--- src/rtl/job_sequencer.sv ---
// job_sequencer: hands one job at a time from an upstream valid/ready source to a
// control FSM, waits for its completion flag, and presents the result downstream.
//
// Ports:
//   clk, rst     clock; asynchronous active-high reset
//   in_valid     upstream job request        in_ready   accepting a job (IDLE only)
//   in_data      job operand                 x_out      operand held for the datapath
//   w            one-cycle start pulse       done       completion flag from control FSM
//   res_in       datapath result             out_valid  result available downstream
//   out_ready    downstream accepts result   out_data   captured result
//   busy         not IDLE                    timeout    sticky abort flag
//   timeout_clr  clears timeout              job_count  completed jobs, wraps at 256
module job_sequencer #(
  parameter int unsigned DATA_W  = 8,
  parameter int unsigned TIMEOUT = 32  // legal range 2..255
) (
  input  logic              clk,
  input  logic              rst,
  input  logic              in_valid,
  output logic              in_ready,
  input  logic [DATA_W-1:0] in_data,
  output logic [DATA_W-1:0] x_out,
  output logic              w,
  input  logic              done,
  input  logic [DATA_W-1:0] res_in,
  output logic              out_valid,
  input  logic              out_ready,
  output logic [DATA_W-1:0] out_data,
  output logic              busy,
  output logic              timeout,
  input  logic              timeout_clr,
  output logic [7:0]        job_count
);

  typedef enum logic [1:0] {StIdle, StStart, StWait, StHold} state_e;

  localparam logic [7:0] TimerLast = 8'(TIMEOUT - 1);

  state_e            state_q;
  logic [7:0]        timer_q;
  logic [DATA_W-1:0] x_q;
  logic [DATA_W-1:0] res_q;
  logic              timeout_q;
  logic [7:0]        count_q;

  always_ff @(posedge clk or posedge rst) begin
    if (rst) begin
      state_q   <= StIdle;
      timer_q   <= 8'd0;
      x_q       <= '0;
      res_q     <= '0;
      timeout_q <= 1'b0;
      count_q   <= 8'd0;
    end else begin
      // An abort below is assigned later in this block, so it overrides the clear.
      if (timeout_clr) timeout_q <= 1'b0;
      unique case (state_q)
        StIdle: begin
          if (in_valid) begin
            x_q     <= in_data;
            state_q <= StStart;
          end
        end
        StStart: begin
          timer_q <= 8'd0;
          state_q <= StWait;
        end
        StWait: begin
          // Completion wins over expiry on the last WAIT cycle.
          if (done) begin
            res_q   <= res_in;
            state_q <= StHold;
          end else if (timer_q == TimerLast) begin
            timeout_q <= 1'b1;
            state_q   <= StIdle;
          end else begin
            timer_q <= timer_q + 8'd1;
          end
        end
        StHold: begin
          if (out_ready) begin
            count_q <= count_q + 8'd1;
            state_q <= StIdle;
          end
        end
        default: state_q <= StIdle;
      endcase
    end
  end

  // Handshake outputs are pure state decodes, so they cannot glitch on inputs.
  assign in_ready  = (state_q == StIdle);
  assign w         = (state_q == StStart);
  assign out_valid = (state_q == StHold);
  assign busy      = (state_q != StIdle);
  assign x_out     = x_q;
  assign out_data  = res_q;
  assign timeout   = timeout_q;
  assign job_count = count_q;

endmodule

--- config.mk ---
export PLATFORM = sky130hd
export DESIGN_NAME = job_sequencer
export DESIGN_NICKNAME = d
export VERILOG_FILES = /design/src/rtl/job_sequencer.sv
export SDC_FILE = /design/constraint.sdc
export NUM_CORES = 1
export LEC_CHECK = 0
export ABC_AREA = 1
export BUFFER_PORTS_ARGS = -buffer_cell sky130_fd_sc_hd__buf_2
export CAP_MARGIN = 25
export CORE_ASPECT_RATIO = 0.9
export CORE_UTILIZATION = 25
export CTS_BUF_LIST = sky130_fd_sc_hd__clkbuf_8 sky130_fd_sc_hd__clkbuf_16
export CTS_CLUSTER_DIAMETER = 120
export CTS_CLUSTER_SIZE = 12
export DETAILED_ROUTE_END_ITERATION = 10
export SETUP_SLACK_MARGIN = 0.05
export SLEW_MARGIN = 5
export SYNTH_ARGS = -nofsm -noshare
export SYNTH_HDL_FRONTEND = slang
export SYNTH_SLANG_ARGS = --single-unit
--- constraint.sdc ---
create_clock -name clk -period 3.65 [get_ports clk]
set_clock_uncertainty 0.1 [all_clocks]
set_input_delay 0.1825 -clock clk [delete_from_list [all_inputs] [get_ports clk]]
set_output_delay 0.1825 -clock clk [all_outputs]
set_load 0.1 [all_outputs]
; ---- After elaboration in Yosys (flattened, before gate mapping)
; Index checks and enable logic that the tools add are counted.
[word_totals]
ff_bits = 35
in_bits = 22
out_inout_bits = 29
word_cells = 37
[classes]
n_addsub = 2
eq_ne = 9
muxes = 12
n_reduce_logical = 8
[op_table]
columns = cell, count
row1 = "adder 8 x 1 -> 8 bit, second input constant", 2
row2 = 2-to-1 mux 8 bit, 2
row3 = case mux 8 bit (2 select lines), 1
row4 = "equality test 8 x 5 -> 1 bit, second input constant", 1
row5 = 2-to-1 mux 2 bit, 4
row6 = case mux 2 bit (4 select lines), 1
row7 = "inequality test 2 bit, second input constant", 3
row8 = AND reduction 2 bit, 3
row9 = AND reduction 3 bit, 2
row10 = "equality test 2 bit, second input constant", 2
row11 = 2-to-1 mux 1 bit, 4
row12 = nonzero test 2 bit, 2
row13 = "inequality test 3 bit, second input constant", 1
row14 = "equality test 2 x 1 -> 1 bit, second input constant", 1
row15 = logical NOT 2 bit, 1
row16 = "inequality test 2 x 1 -> 1 bit, second input constant", 1

; ---- Longest topological paths before layout
[depth]
ltp_word = 4
depth_mapped = 8
mapped_depth_nobuf = 8

; ---- Least setup slack after synthesis
; No wires, ideal clock.
[synth_path]
path_kind = reg-to-reg
startpoint = register state_q[1]
endpoint = register state_q[0]
setup_time_ns = 0.117
arrival_ns = 2.514
required_ns = 3.433
path_slack_ns = 0.920
stages_incl_launch_ff = 8
path_buffers = 0
synth_period_minus_slack_ns = 2.730
path_cell_list = dfrtp_1 inv_1 ha_1 inv_1 o22ai_1 inv_1 nand3_1 nand2_1
[synth_between]
elab_chain_len = 3
elab_cells_between_ends = 9
cone_classes = 6 x eq/ne / 1 x mux / 2 x reduce/logical
[synth_lines]
columns = item, line
row1 = from (decl), 39  ; state_e state_q;
row2 = from (signal assigned), 48  ; state_q <= StIdle;
row3 = from (signal assigned), 61  ; state_q <= StStart;
row4 = from (signal assigned), 66  ; state_q <= StWait;
row5 = logical NOT 2 bit (*), --
row6 = via in_ready, 20  ; output logic in_ready,
row7 = inequality test 2 bit (no source line), --
row8 = AND reduction 3 bit (no source line), --
; The timed path passes the listed nets; every way through them passes the cells marked *.
; A chain may end at the register's enable or synchronous reset.

; ---- Worst setup path after layout
[layout_path]
startpoint = register state_q[0]
endpoint = output port busy
[layout_between]
elab_chain_len = 1
[layout_lines]
columns = item, line
row1 = nonzero test 2 bit, 95  ; assign busy = (state_q != StIdle);
row2 = to (decl), 29  ; output logic busy,
; Every way passes these cells.

==> results.py <==
metrics = {
    "route": {
        "wl_mm": 3.95,
        "drc": 0,
        "ant_nets": 0,
        "route.vias.total": 1546,
        "first_iter_violations": 49,
        "dr.pass1.iters": 4,
        "routedWlPerCell_um": 10.8,
        "via_per_inst": 4.22,
    },
    "grt": {
        "grt_pass1_vias": 1431,
        "grt_max_degree": 36,
        "grt_pass1_wl_mm": 6.62,
        "grt-ovfl-total": 0,
        "grt.total_usage_pct": 11.3,
        "antenna_found_initial": 0,
    },
    "sta": {
        "setup_violations": 0,
        "min_period_ns": 1.83,
        "fin_crit_sh_pct": 50.1,
        "fmax_mhz": 547,
        "hold_violations": 0,
        "finalSetupTns_ns": 0,
        "worst_slew_pin_slew_ns": 0.495,
        "rsz0062_at_grt": "no",
        "drv_slew": 0,
        "max-slew-margin-rel_pct": 67.3,
    },
    "synthesis": {
        "syn_avg_cell_area_um2": 8.54,
        "yosys_warnings": 0,
        "yosysTopAreaCellShare_pct": 48.8,
        "synth_cell_types": 24,
        "seq_area_frac_synth_pct": 48.8,
        "syn_area_um2": 1790,
        "syn_nets": 239,
        "synthTopCellsByArea": "dfrtp_1 49%, nand2_1 18%, inv_1 5.2%",
        "syn_inst": 210,
        "yosys.area.top_type": "dfrtp_1",
        "ys_seq_elements": 35,
    },
    "worst_setup_path": {
        "crit_buf_inv": 3,
        "rrSetupSlack_ns": 1.96,
        "startpoint_type": "flop",
        "reg2reg_from": "state_q[0]",
        "crit_family": "buffers and inverters",
        "arrival_ns": 1.55,
        "path_max_fanout": 5,
        "cp_slowest_cell": "buf_2",
        "crit_end": "busy",
        "cp.depth": 4,
        "critical_path.reg2reg.endpoint": "state_q[0]",
        "startpoint": "state_q[0]",
        "reg2regPathDepth": 7,
        "worstSetupPathType": "reg -> out",
        "cpMostUsedCell": "inv_1",
        "required_ns": 3.37,
        "critPathMaxStageDelay_ns": 0.42,
        "critPathCaptureType": "output port",
        "path_cells": "inv_1 > ha_1 > inv_1 > buf_2",
    },
    "clock_tree": {
        "postCtsSetupBuffers": 0,
        "numCtsBuffers": 5,
        "cts_max_path_buffers": 2,
        "cts_root_buf": "clkbuf_8",
        "clkTransAtPathRegs_ns": 0.07,
        "cts_sinks": 35,
        "h-tree-depth": 2,
        "clk_latency_ns": 0.28,
        "cts_tree": "done",
    },
    "floorplanning": {
        "die_area_um2": 7510,
        "die_y_um": 82.3,
        "core_area_um2": 6760,
        "fp.dieW_um": 91.3,
        "start_util_pct": 26.5,
        "io_pins": 51,
        "rows": 28,
    },
    "status": {
        "status": "finished, final reports clean",
    },
    "layout": {
        "fillers": 725,
        "drive_above_1_share_pct": 28.6,
        "final_cell_mix": "84 x nand2_1, 50 x buf_2, 35 x dfrtp_1, 25 x inv_1, 13 x nand3_1",
        "diodes": 0,
        "fin_nets": 305,
        "syn_to_final_growth_pct": 30.0,
        "layout_commonest_cell": "nand2_1",
    },
    "place": {
        "gp_congestion": 0.817,
        "io_buffers": 50,
        "hpwl_mm": 2.98,
    },
    "hold_path": {
        "hp-class": "in -> reg",
    },
    "flow_run": {
        "cap_violations": 0,
    },
}
through the flow:
stage | worst slack (ns) | util [%] | cells | hold WS [ns] | cell area [um2]
finish | 1.82 | 34.5 | 366 | 0.00764 | 2330
global route | 1.72 | 34.5 | 366 | 0.00575 | 2330
CTS | 1.80 | 34.5 | 366 | 0.000207 | 2330
detailed placement | 1.95 | 32.0 | 351 | 0.217 | 2160
global placement | 2.03 | 32.0 | 351 | 0.211 | 2160
floorplan | 0.920 | - | 210 | 0.181 | 1790
layout make-up:
| type | count | area [um2] | share of cell area [%] |
|---|---|---|---|
| sequential | 35 | 876 | 37.6 |
| multi-input combinational | 148 | 811 | 34.8 |
| timing repair buffer | 59 | 338 | 14.5 |
| tap | 90 | 113 | 4.83 |
| inverter | 27 | 106 | 4.56 |
| clock buffer | 6 | 82.6 | 3.54 |
| clock inverter | 1 | 5.00 | 0.215 |
state kept, by name, indices dropped and copies added (netlist names):
| register | cells |
|---|---|
| state_q | 2 |
| x_out | 8 |
| timer_q | 8 |
| timeout | 1 |
| out_data | 8 |
| job_count | 8 |
what timing repair did:
| item | in CTS | in global routing |
|---|---|---|
| hold buffers | 8 | 0 |
| resized for setup | 0 | 0 |
| endpoints found under the hold margin | 42 | 0 |
tightest hold or removal path: stages:
cell	delay [ns]
buf_2	0.08
nand2_1	0.04
nand2_1	0.05
cells by family after synthesis:
family / synth area share, %
flip-flops: 48.8
AO/OA/AOI/OAI: 1.67
AND/OR/NAND/NOR: 31.2
XOR/XNOR: 2.44
multiplexers: 5.02
adder cells (fa/ha/maj): 4.88
buffers and inverters: 5.93
worst min path at each step:
stage,from,end,depth (start not counted)
2_1_floorplan,timeout_clr,timeout,1
3_3_place_gp,rst,x_out[5],3
3_5_place_dp,rst,x_out[4],3
4_1_cts,res_in[1],out_data[1],3
5_1_grt,res_in[1],out_data[1],3
6_report,res_in[1],out_data[1],3
synth_stat cells:
cell	instances
nand2_4	2
or2_2	1
inv_6	1
nand3b_1	1
nor3_1	1
nand4_1	4
nor2_1	9
nand2_2	2
nor2_2	2
mux2_2	8
nand4_4	1
o22ai_1	2
nor2_4	2
o21ai_0	2
nand3_1	13
inv_2	1
dfrtp_1	35
nand2_1	84
ha_1	7
xor2_1	4
xnor2_1	1
nor3_2	1
o21bai_1	1
inv_1	25
routing by layer:
metal	up-vias	GRT usage (%)	part of all wire (%)
met5	-	0	0
met4	0	4.60	1.1
met2	29	18.9	49
met3	5	3.48	3.5
li1	788	-	-
met1	724	13.9	46
Power is left out: the tool's default activity adds up to more than one toggle a clock period on the data nets, which glitch-free logic cannot reach.
